===== src/rtl/arb_pkg.sv =====
// Shared types for the IF/MEM memory-port arbiter: FSM states, transaction owner
// and the performance counter width.
package arb_pkg;

    typedef enum logic [1:0] {
        ARB_IDLE,
        ARB_ADDR,
        ARB_RESP
    } arb_state_t;

    typedef enum logic {
        OWN_IF,
        OWN_D
    } arb_owner_t;

    localparam int PERF_W = 32;

endpackage


===== src/rtl/arb_perf_cnt.sv =====
// Saturating event counter used for arbiter statistics; holds at all ones
// instead of wrapping.
module arb_perf_cnt
    import arb_pkg::*;
#(
    parameter int W = PERF_W
) (
    input  logic         clk,
    input  logic         rst,
    input  logic         inc,
    output logic [W-1:0] count
);

    always_ff @(posedge clk) begin
        if (rst) begin
            count <= '0;
        end else if (inc && (count != '1)) begin
            count <= count + W'(1);
        end
    end

endmodule


===== src/rtl/mem_arbiter.sv =====
// Shares one valid/ready memory port between instruction fetch and load/store,
// data side has fixed priority. Optional statistics ports under ARB_PERF_EN.
module mem_arbiter
    import arb_pkg::*;
#(
    parameter int XLEN   = 32,
    parameter int ADDR_W = 32
) (
    input  logic              clk,
    input  logic              rst,
    input  logic              if_req,
    input  logic [ADDR_W-1:0] if_addr,
    input  logic              if_kill,
    output logic [XLEN-1:0]   if_rdata,
    output logic              if_done,
    input  logic              d_req,
    input  logic              d_we,
    input  logic [XLEN/8-1:0] d_be,
    input  logic [ADDR_W-1:0] d_addr,
    input  logic [XLEN-1:0]   d_wdata,
    output logic [XLEN-1:0]   d_rdata,
    output logic              d_done,
    output logic              m_valid,
    input  logic              m_ready,
    output logic              m_we,
    output logic [XLEN/8-1:0] m_be,
    output logic [ADDR_W-1:0] m_addr,
    output logic [XLEN-1:0]   m_wdata,
    input  logic              m_rvalid,
    input  logic [XLEN-1:0]   m_rdata
`ifdef ARB_PERF_EN
    ,
    output logic [31:0]       perf_if_grants,
    output logic [31:0]       perf_d_grants,
    output logic [31:0]       perf_wait_cycles
`endif
);

    arb_state_t state, state_nxt;
    arb_owner_t owner;
    logic       kill;
    logic       resp_fire;

    always_ff @(posedge clk) begin
        if (rst) begin
            state   <= ARB_IDLE;
            owner   <= OWN_IF;
            kill    <= 1'b0;
            m_we    <= 1'b0;
            m_be    <= '0;
            m_addr  <= '0;
            m_wdata <= '0;
        end else begin
            state <= state_nxt;
            if (state == ARB_IDLE) begin
                if (d_req) begin
                    owner   <= OWN_D;
                    m_we    <= d_we;
                    m_be    <= d_be;
                    m_addr  <= d_addr;
                    m_wdata <= d_wdata;
                end else if (if_req) begin
                    owner  <= OWN_IF;
                    m_we   <= 1'b0;
                    m_be   <= '1;
                    m_addr <= if_addr;
                end
            end
            // A flushed fetch still finishes on the bus; only its done pulse is lost.
            if (state_nxt == ARB_IDLE) begin
                kill <= 1'b0;
            end else if ((state != ARB_IDLE) && (owner == OWN_IF) && if_kill) begin
                kill <= 1'b1;
            end
        end
    end

    always_comb begin
        state_nxt = state;
        case (state)
            ARB_IDLE: if (d_req || if_req) state_nxt = ARB_ADDR;
            ARB_ADDR: if (m_ready)         state_nxt = ARB_RESP;
            ARB_RESP: if (m_rvalid)        state_nxt = ARB_IDLE;
            default:                       state_nxt = ARB_IDLE;
        endcase
    end

    always_comb begin
        m_valid   = (state == ARB_ADDR);
        resp_fire = (state == ARB_RESP) && m_rvalid;
        if_done   = resp_fire && (owner == OWN_IF) && !kill && !if_kill;
        d_done    = resp_fire && (owner == OWN_D);
        if_rdata  = m_rdata;
        d_rdata   = m_rdata;
    end

`ifdef ARB_PERF_EN
    logic if_grant, d_grant, wait_cyc;

    always_comb begin
        d_grant  = (state == ARB_IDLE) && d_req;
        if_grant = (state == ARB_IDLE) && !d_req && if_req;
        wait_cyc = (state != ARB_IDLE) &&
                   ((if_req && (owner == OWN_D)) || (d_req && (owner == OWN_IF)));
    end

    arb_perf_cnt #(.W(32)) u_cnt_if   (.clk(clk), .rst(rst), .inc(if_grant), .count(perf_if_grants));
    arb_perf_cnt #(.W(32)) u_cnt_d    (.clk(clk), .rst(rst), .inc(d_grant),  .count(perf_d_grants));
    arb_perf_cnt #(.W(32)) u_cnt_wait (.clk(clk), .rst(rst), .inc(wait_cyc), .count(perf_wait_cycles));
`endif

endmodule


===== config.mk =====
export PLATFORM = sky130hd
export DESIGN_NAME = mem_arbiter
export DESIGN_NICKNAME = d
export VERILOG_FILES = /design/src/rtl/arb_pkg.sv /design/src/rtl/arb_perf_cnt.sv /design/src/rtl/mem_arbiter.sv
export SDC_FILE = /design/constraint.sdc
export NUM_CORES = 1
export LEC_CHECK = 0
export BUFFER_PORTS_ARGS = -buffer_cell sky130_fd_sc_hd__buf_2
export CORE_AREA = 2 2 108 110
export CTS_CLUSTER_DIAMETER = 50
export DETAILED_ROUTE_END_ITERATION = 10
export DIE_AREA = 0 0 110 112
export GPL_TIMING_DRIVEN = 0
export PLACE_DENSITY = 0.66
export SETUP_SLACK_MARGIN = 0.5
export SLEW_MARGIN = 20
export SYNTH_ARGS = -nofsm -noshare
export SYNTH_HDL_FRONTEND = slang
export SYNTH_HIERARCHICAL = 1
export SYNTH_SLANG_ARGS = --single-unit

===== constraint.sdc =====
create_clock -name clk -period 1.5 [get_ports clk]
set_input_delay 0.3 -clock clk [delete_from_list [all_inputs] [get_ports clk]]
set_output_delay 0.3 -clock clk [all_outputs]
set_load 0.05 [all_outputs]

==> impl_metrics.json <==
{
  "dpl_cell_area_um2": 4940,
  "syn-cell-area_um2": 3450,
  "drc": 0,
  "post-synth-top-count-cell": "sky130_fd_sc_hd__dfxtp_1",
  "rr_endpoint": "m_wdata[14]",
  "outcome": "finished with violations",
  "dp_hpwl_um": 8380,
  "synth_top_family_by_area": "buffers and inverters",
  "metal1_wirelength_um": 4300,
  "finalHoldViolations": 0,
  "final_layout_size_suffix_gt1_share_pct": 74.7,
  "synth-xor-area-share_pct": 0,
  "top_layer_used": "met4",
  "place.gp.congestion": 0.754,
  "multiplexer_area_fraction_after_synthesis_pct": 9.27,
  "netlist.top_cell.by_area": "sky130_fd_sc_hd__dfxtp_1",
  "clk_pin_slew_worst_paths_ns": 0.06,
  "hold_path_end": "state[0]",
  "io_pins": 276,
  "timing.hold.worst_path_depth": 2,
  "synth_area_per_cell_um2": 8.72,
  "fp.coreArea_um2": 11200,
  "max_freq_mhz": 618,
  "power-per-cell-area_nw_per_um2": 1150,
  "final_period_minus_worst_setup_slack_ns": 1.62,
  "synth_seq_area_share_pct": 42.3,
  "cts.root.buffer_cell": "sky130_fd_sc_hd__clkbuf_16",
  "die_height_um": 112,
  "synth_top_flop_cell": "sky130_fd_sc_hd__dfxtp_1",
  "synthAdderAreaFrac_pct": 0,
  "maximum_clock_insertion_buffer_count": 2,
  "route.met2.wl_um": 6520,
  "worst_setup_path_startpoint": "state[0]",
  "number_of_warnings_printed_during_yosys_synthesis": 6,
  "distinct_cell_type_count_of_the_synthesized_netlist": 25,
  "yosys.area_share.simple_pct": 10.7,
  "hold_path_class": "input port to flop",
  "min_from": "m_ready",
  "die_width_um": 110,
  "synth_compound_area_share_pct": 18.4,
  "cts_inserted_buffers": 9,
  "cells_after_synth": 396,
  "unrepaired_setup_endpoints_after_global_routing": "true",
  "fin_area_um2": 6900,
  "synthesis.nets": 536,
  "violations": "negative setup slack",
  "end_kind": "output pin",
  "worst_r2r_startpoint": "state[0]",
  "final_net_count": 831,
  "worst_ir_drop_vdd_v": 0.000640,
  "type_of_element_launching_the_critical_path": "flop",
  "synth.area.top_cells": "sky130_fd_sc_hd__dfxtp_1 42%, sky130_fd_sc_hd__buf_4 15%, sky130_fd_sc_hd__a21oi_1 10%, sky130_fd_sc_hd__mux2i_1 9.3%, sky130_fd_sc_hd__a211oi_1 7.4%",
  "drt-total-wl_um": 12100,
  "hold-worst-slack_ns": 0.171,
  "fillCellCount": 904,
  "clk-insertion-delay-late_ns": 0.33,
  "global_route.usage.total_pct": 18.0,
  "cts-hold-fix-buffers": 0,
  "cp.arrival_ns": 1.32,
  "tritoncts_clock_tree": "built",
  "finalSetupViolations": 36,
  "async_flop_share_pct": 0,
  "clock_sinks": 73,
  "crit_required_ns": 1.20,
  "global_route.overflow_total": 0,
  "wl_met3_um": 1060,
  "grt_first_pass_wirelength_um": 17300,
  "row_count": 39,
  "timing.final.crit_share_pct": 108,
  "standby_leakage_power_nw": 3.24,
  "largest_net_degree_at_the_start_of_global_routing": 13,
  "postSynthRegisterBits": 73,
  "timing.critical_path.fanout_max": 4,
  "timing_max_transition_violations_final": 0,
  "routed-via-count": 3840,
  "1st_iter_drt_viols": 117,
  "initial_utilization_pct": 30.9,
  "final_critical_path_setup_slack_ns": -0.117,
  "timing.reg2reg.worst_path_depth": 7,
  "tightestPinTransition_ns": 0.683,
  "max_cap_violations": 0,
  "ant_diodes": 0,
  "final_antenna_net_count": 0,
  "design.die.area_um2": 12300,
  "cts_max_level": 3,
  "io_buffers": 241,
  "areaGrowthSynthToFinish_pct": 99.8,
  "criticalPathCategory": "flop to output pin",
  "synthTopCellsByCount": "73 x sky130_fd_sc_hd__dfxtp_1, 71 x sky130_fd_sc_hd__a21oi_1, 69 x sky130_fd_sc_hd__buf_4",
  "rrSetupSlack_ns": -0.04,
  "number_of_global_route_vias_before_repair": 3675,
  "clk_skew_ns": 0.00883,
  "yosysTopAreaCellShare_pct": 42.3,
  "setup_total_negative_slack_ns": -0.748,
  "grt_antenna_before_repair": 0,
  "synth_enable_flop_cells": 0,
  "post_drt_via_cell_ratio": 4.58,
  "avgRoutedWirePerCell_um": 14.4,
  "max_slew_margin_pct": 54.4,
  "drt_pre_antenna_iters": 4
}
==> report_power, final <==
group	internal, mW	switching [mW]	total [mW]
sequential	2.16	0.172	2.33
combinational	1.29	1.62	2.91
clock	1.88	0.798	2.68
==> area by class of cell <==
type / count / area (um2) / share of cell area (%)
inverter: 1 / 3.75 / 0.0544
clock inverter: 5 / 125 / 1.81
sequential: 73 / 1560 / 22.5
clock buffer: 11 / 253 / 3.66
buffer: 94 / 782 / 11.3
tap: 143 / 179 / 2.59
multi-input combinational: 228 / 1600 / 23.1
timing repair buffer: 284 / 2410 / 34.9
==> worst max-delay path, stage by stage, from the launching register on <==
cell and delay (ns):
sky130_fd_sc_hd__dfxtp_2 0.32, sky130_fd_sc_hd__buf_6 0.12, sky130_fd_sc_hd__nor2b_4 0.11, sky130_fd_sc_hd__nand2_2 0.09, sky130_fd_sc_hd__nor4_4 0.16, sky130_fd_sc_hd__buf_6 0.19
==> cells in the final DEF, fill, tap and decap left out, drive strengths merged, types with 2 or more instances in the layout <==
master and instances:
or2 2, a21oi 71, bufinv 4, nor2b 2, mux2i 32, buf 368, o21ai 2, nor3 4
nor2 8, clkbuf 21, dfxtp 73, nand2 67, a211oi 34
==> repair_timing <==
item | 4_1_cts | 5_1_grt
setup buffers | 19 | 15
endpoints found under the setup margin | 144 | 143
gates cloned | 3 | 6
gates resized for setup | 317 | 70
pin swaps | 10 | 33
==> kinds of logic after synthesis <==
logic type,count (synthesis)
flip-flops,73
AND/OR/NAND/NOR,87
AO/OA/AOI/OAI,109
multiplexers,32
buffers and inverters,95
==> per-stage QoR <==
stage               cells  worst slack, ns  total power, mW  utilization (%)
CTS                   818           -0.123             7.68             57.3
detailed placement    780           -0.102             4.37             44.2
global route          839           -0.173             8.23             61.8
global placement      780          -0.0529             4.35             44.2
finish                839           -0.117             7.92             61.8
floorplan             396         -0.00630             3.84                -
==> worst max path at each step <==
stage,cells past startpoint,to
3_3_place_gp,3,m_addr[2]
5_1_grt,5,if_done
2_1_floorplan,4,if_done
3_5_place_dp,3,m_addr[4]
4_1_cts,5,if_done
6_report,5,if_done
==> per-layer routing <==
layer | global-route usage [%] | up-vias
met1 | 18.5 | 1755
met4 | 5.82 | 0
met3 | 5.62 | 15
met2 | 33.9 | 180
met5 | 0 | -
li1 | - | 1890
==> flip-flops by register name (all words and copies together), names as in the netlist <==
register  count
m_wdata      32
owner         1
m_addr       32
state         2
m_we          1
kill          1
m_be          4
(Power assumes the default switching activity.)
